===== config.mk =====
export PLATFORM = sky130hd
export DESIGN_NAME = irq_cond
export DESIGN_NICKNAME = d
export VERILOG_FILES = /design/src/rtl/irq_cond.sv
export SDC_FILE = /design/constraint.sdc
export NUM_CORES = 1
export LEC_CHECK = 0
export BUFFER_PORTS_ARGS = -buffer_cell sky130_fd_sc_hd__buf_4
export CORE_ASPECT_RATIO = 2
export CORE_MARGIN = 4
export CORE_UTILIZATION = 55
export CTS_CLUSTER_SIZE = 40
export DETAILED_ROUTE_END_ITERATION = 10
export PLACE_DENSITY_LB_ADDON = 0.1
export SETUP_SLACK_MARGIN = 0.2
export SYNTH_ARGS = -nofsm -noshare
export SYNTH_HDL_FRONTEND = slang
export SYNTH_SLANG_ARGS = --single-unit

===== constraint.sdc =====
create_clock -name clk -period 1.6 [get_ports clk]
set_input_delay 0.08 -clock clk [delete_from_list [all_inputs] [get_ports clk]]
set_output_delay 0.08 -clock clk [all_outputs]
set_load 0.01 [all_outputs]

===== src/rtl/irq_cond.sv =====
// Interrupt pin conditioner: synchronises, de-glitches and polarity-corrects raw IRQ pins,
// then presents level or latched-edge requests to pimc as a registered active-high vector.
module irq_cond #(
  parameter int IRQ_PIN_COUNT = 16,
  parameter int SYNC_STAGES   = 2,
  parameter int FILTER_CYCLES = 4
) (
  input  logic                     clk,
  input  logic                     rst_n,
  input  logic [IRQ_PIN_COUNT-1:0] pin_in,
  input  logic                     cfg_we,
  input  logic [7:0]               cfg_line,
  input  logic [2:0]               cfg_data,
  input  logic                     eoi,
  input  logic [7:0]               eoi_line,
  output logic [IRQ_PIN_COUNT-1:0] irq_out,
  output logic [IRQ_PIN_COUNT-1:0] overflow
);

  localparam int CW = $clog2(FILTER_CYCLES + 1);

  logic [IRQ_PIN_COUNT-1:0] sync_q [SYNC_STAGES];
  logic [IRQ_PIN_COUNT-1:0] sync_lvl;
  logic [IRQ_PIN_COUNT-1:0] filt;
  logic [CW-1:0]            cnt [IRQ_PIN_COUNT];
  logic [IRQ_PIN_COUNT-1:0] trig;
  logic [IRQ_PIN_COUNT-1:0] pol;
  logic [IRQ_PIN_COUNT-1:0] en;
  logic [IRQ_PIN_COUNT-1:0] prev;
  logic [IRQ_PIN_COUNT-1:0] pending;
  logic [IRQ_PIN_COUNT-1:0] asrt;
  logic [IRQ_PIN_COUNT-1:0] set_term;
  logic [IRQ_PIN_COUNT-1:0] cfg_hit;
  logic [IRQ_PIN_COUNT-1:0] eoi_hit;

  assign sync_lvl = sync_q[SYNC_STAGES-1];
  assign asrt     = filt ^ pol;
  assign set_term = asrt & ~prev & en;
  assign irq_out  = pending;

  // Exact 8-bit compare against each line index: indices >= IRQ_PIN_COUNT match nothing.
  always_comb begin
    cfg_hit = '0;
    eoi_hit = '0;
    for (int unsigned i = 0; i < IRQ_PIN_COUNT; i++) begin
      cfg_hit[i] = cfg_we && (cfg_line == 8'(i));
      eoi_hit[i] = eoi && (eoi_line == 8'(i));
    end
  end

  always_ff @(posedge clk or negedge rst_n) begin
    if (!rst_n) begin
      for (int unsigned s = 0; s < SYNC_STAGES; s++) sync_q[s] <= '0;
    end else begin
      sync_q[0] <= pin_in;
      for (int unsigned s = 1; s < SYNC_STAGES; s++) sync_q[s] <= sync_q[s-1];
    end
  end

  // The sample that would make the count reach FILTER_CYCLES commits the new level.
  always_ff @(posedge clk or negedge rst_n) begin
    if (!rst_n) begin
      filt <= '0;
      for (int unsigned i = 0; i < IRQ_PIN_COUNT; i++) cnt[i] <= '0;
    end else begin
      for (int unsigned i = 0; i < IRQ_PIN_COUNT; i++) begin
        if (sync_lvl[i] == filt[i]) begin
          cnt[i] <= '0;
        end else if (cnt[i] == CW'(FILTER_CYCLES - 1)) begin
          filt[i] <= sync_lvl[i];
          cnt[i]  <= '0;
        end else begin
          cnt[i] <= cnt[i] + 1'b1;
        end
      end
    end
  end

  always_ff @(posedge clk or negedge rst_n) begin
    if (!rst_n) begin
      trig     <= '0;
      pol      <= '0;
      en       <= '0;
      prev     <= '0;
      pending  <= '0;
      overflow <= '0;
    end else begin
      for (int unsigned i = 0; i < IRQ_PIN_COUNT; i++) begin
        if (cfg_hit[i]) begin
          // Seed history with the new polarity so a reconfigure never looks like an edge.
          trig[i]     <= cfg_data[0];
          pol[i]      <= cfg_data[1];
          en[i]       <= cfg_data[2];
          prev[i]     <= filt[i] ^ cfg_data[1];
          pending[i]  <= 1'b0;
          overflow[i] <= 1'b0;
        end else begin
          prev[i] <= asrt[i];
          if (!trig[i]) begin
            pending[i] <= asrt[i] & en[i];
          end else if (set_term[i]) begin
            pending[i] <= 1'b1;
            if (eoi_hit[i])      overflow[i] <= 1'b0;
            else if (pending[i]) overflow[i] <= 1'b1;
          end else if (eoi_hit[i]) begin
            pending[i]  <= 1'b0;
            overflow[i] <= 1'b0;
          end
        end
      end
    end
  end

endmodule

==> flow_summary.yaml <==
min_path:
  min_path_type: "input port to flip-flop"
die:
  initial_standard_cell_utilization_of_the_core_pct: 56.0
  dieWidth_microns: 96.2
  floorplan.die.height_microns: 184
  num_io_pins: 71
  std_cell_rows: 64
  dieArea_sq_um: 17700
  floorplan.core_area_sq_um: 15300
logic_synthesis:
  synth.top_cells.by_count: "dfrtp_1 (192), nor2b_1 (88), mux2_2 (55)"
  synth.lib_cells_used.distinct: 41
  synthMostInstantiatedCell: "dfrtp_1"
  synth-main-ff-cell: "dfrtp_1"
  synth_top_cells_by_area: "dfrtp_1 (56%), mux2_2 (7.2%), nor2b_1 (6.4%), nor3_4 (3.0%), ha_1 (2.3%)"
  synthArstFlopShare_pct: 100
  share_of_the_yosys_chip_area_belonging_to_registers_pct: 56.1
  yosysTopAreaCell: "dfrtp_1"
  ys_seq_elements: 192
  netlist_area_sq_um: 8560
  synth_enable_flop_cells: 0
  synth_area_per_cell_sq_um: 12.9
  yosysWarningCount: 0
  postSynthNetCount: 719
  synth_cells: 664
  synth_top_area_share_pct: 56.1
cells_and_area:
  layout-drive-gt1-share_pct: 29.6
  nFillCells: 1133
  insertedDiodeCount: 0
  synthToLayoutAreaGrowth_pct: 22.5
  instances_no_fill: 1010
  finalNetCount: 854
global_routing:
  first_global_vias: 6297
  maximum_number_of_pins_on_one_net_before_global_route_repair: 59
  grt_first_pass_wirelength_microns: 32400
  antenna_found_initial: 0
  globalRouteOverflowTotal: 0
  grt_resource_usage_total_pct: 24.2
clocking:
  cts-resized-gates: 0
  numClockSinks: 192
  cts_inserted_buffers: 17
  clkLatencyLatePin_ps: 430
  htree_num_levels: 4
  cts_root_buffer: "clkbuf_16"
  post_cts.repair.setup_buffers: 0
  cts_tree: "yes"
  post_cts_clock_slew_at_the_launch_and_capture_registers_of_the_worst_setup_and_hold_paths_ps: 70
  maximum_clock_insertion_buffer_count: 2
placed_design:
  placedCellCount: 961
  placement.io_buffers: 70
  dp_hpwl_microns: 14600
  gpl.final_weighted_congestion: 0.894
critical_path:
  cp_data_arrival_time_ps: 1610
  cp-start-kind: "input port"
  critical_path_required_ps: 1910
  cp_max_fo: 32
  cp-end-kind: "flip-flop"
  criticalPathCategory: "input port to flip-flop"
sta:
  finalHoldViolCount: 0
  worst_clk_skew_ps: 8.95
  fin_crit_sh_pct: 81.4
  unrepaired_setup_endpoints_after_global_routing: "no"
  tightestPinTransition_ps: 512
  worst_hold_slack_ps: 40.2
  timing.max_slew.rel_slack_pct: 65.9
  final_max_slew_viol_count: 0
  setup_viol: 0
  post-route-min-period_ps: 1300
  max_clock_freq_mhz: 768
routing:
  first_iter_violations: 213
  drt-pass1-iter-count: 4
  vias_per_cell: 5.88
  post_drt_wl_per_cell_microns: 19.6
  remaining_drc_errors: 0
  detail-route-antenna-nets: 0
  finalWirelength_microns: 19800
  via_count: 5938
power_and_ir_drop:
  power.net_switching_mw: 4.07
  cell_internal_pwr_mw: 9.28
  report.power.total_mw: 13.3
  pwr-share-seq_pct: 49.5
  power.clock.fraction_pct: 30.2
  power_density_nw_per_um2: 1270
  netSwitchingFraction_pct: 30.5
  comb_power_share_pct: 20.3
  vdd_drop_max_uv: 1400
  leakage_dissipation_nw: 4.85
status:
  status: "finished, final reports clean"
flow_run:
  maxCapViolations: 0
-- state kept, by name (all words and copies together) (netlist names) --
name,cells
sync_lvl,16
en,16
trig,16
sync_q,16
overflow,16
prev,16
filt,16
irq_out,16
pol,16
cnt,48
-- kinds of logic (layout without fill, tap and decap cells) --
kind of cell             after synthesis  after routing  synth area share [%]
AND/OR/NAND/NOR                      243            243                  19.6
flip-flops                           192            192                  56.1
AO/OA/AOI/OAI                         96             96                  8.65
buffers and inverters                 21            169                  1.42
multiplexers                          64             64                  8.55
XOR/XNOR                              32             32                  3.27
adder cells (fa/ha/maj)               16             16                  2.34
-- worst max-delay path: stages --
cell	delay, ps
buf_4	110
or3_2	510
buf_12	210
nor3_4	290
mux2_2	370
-- worst paths after layout --
path | slack (ps) | depth (start not counted) | end | from
max | 300 | 5 | en[6]$_DFFE_PN0P_ | cfg_line[5]
min | 40 | 4 | prev[0]$_DFF_PN0_ | cfg_line[1]
max reg2reg | 320 | 3 | overflow[2]$_DFFE_PN0P_ | filt[2]$_DFFE_PN0P_
min reg2reg | 350 | 0 | sync_lvl[0]$_DFF_PN0_ | sync_q[16]$_DFF_PN0_
max in group asynchronous | 740 | 3 | cnt[14]$_DFF_PN0_ | rst_n
min in group asynchronous | 190 | 2 | cnt[8]$_DFF_PN0_ | rst_n
-- layout make-up --
class                      count  area [sq um]  area share, %
clock buffer                  18           439           4.19
sequential                   192          4800           45.8
tap                          198           248           2.36
inverter                       1          3.75         0.0358
timing repair buffer         136          1120           10.7
clock inverter                14           120           1.15
multi-input combinational    451          3750           35.8
-- cells in the final DEF, fill, tap and decap left out, types with 2 or more instances in the layout --
cell / n
dfrtp_1: 192
or2_2: 2
o32ai_1: 16
inv_6: 6
and2_1: 2
a311oi_1: 16
nor3_4: 16
o311ai_0: 19
xnor2_1: 16
a31oi_1: 16
nand2_1: 29
nand4bb_1: 4
ha_1: 16
buf_12: 4
clkbuf_8: 2
o2111ai_1: 11
nor2_1: 6
mux2_4: 32
nor2b_1: 88
mux2_2: 32
clkbuf_16: 17
xor2_1: 16
buf_4: 114
a21oi_1: 16
and3b_1: 19
dlygate4sd3_1: 17
clkinvlp_4: 3
nand4_1: 5
nor3b_1: 20
and4bb_2: 2
nand3_1: 21
inv_8: 2
nand2b_1: 7
o311ai_1: 2
nor3_1: 13
clkinv_4: 2
-- through the flow --
stage          TNS [ps]  area (sq um)  utilization [%]  worst slack (ps)
6_report              0         10500             68.6               298
2_1_floorplan         0          8680                -               116
5_1_grt               0         10500             68.6               250
3_3_place_gp      -2010          9760             63.8             -89.4
4_1_cts               0         10500             68.6               312
3_5_place_dp      -4240          9760             63.8              -134
-- power by group through the flow --
stage / registers [mW] / clock network [mW] / logic (mW)
after floorplan: 6.42 / 0 / 1.94
final: 6.60 / 4.03 / 2.71
after global routing: 6.73 / 4.33 / 3.09
after detailed placement: 6.69 / 0 / 2.70
after CTS: 6.60 / 4.13 / 2.75
after global placement: 6.60 / 0 / 2.53
-- routing by layer --
layer	vias to the layer above	track usage, %	share of wire (%)
li1	2754	-	-
met1	2991	27.8	38
met2	152	41.7	53
met3	41	5.15	4.4
met4	0	12.3	4.5
met5	-	0	0
-- timing repair --
item                                   CTS  global route
hold buffers                            17             0
setup endpoints to repair                0             0
endpoints found under the hold margin   68             0
No activity file was read; power rests on OpenSTA's default activity.
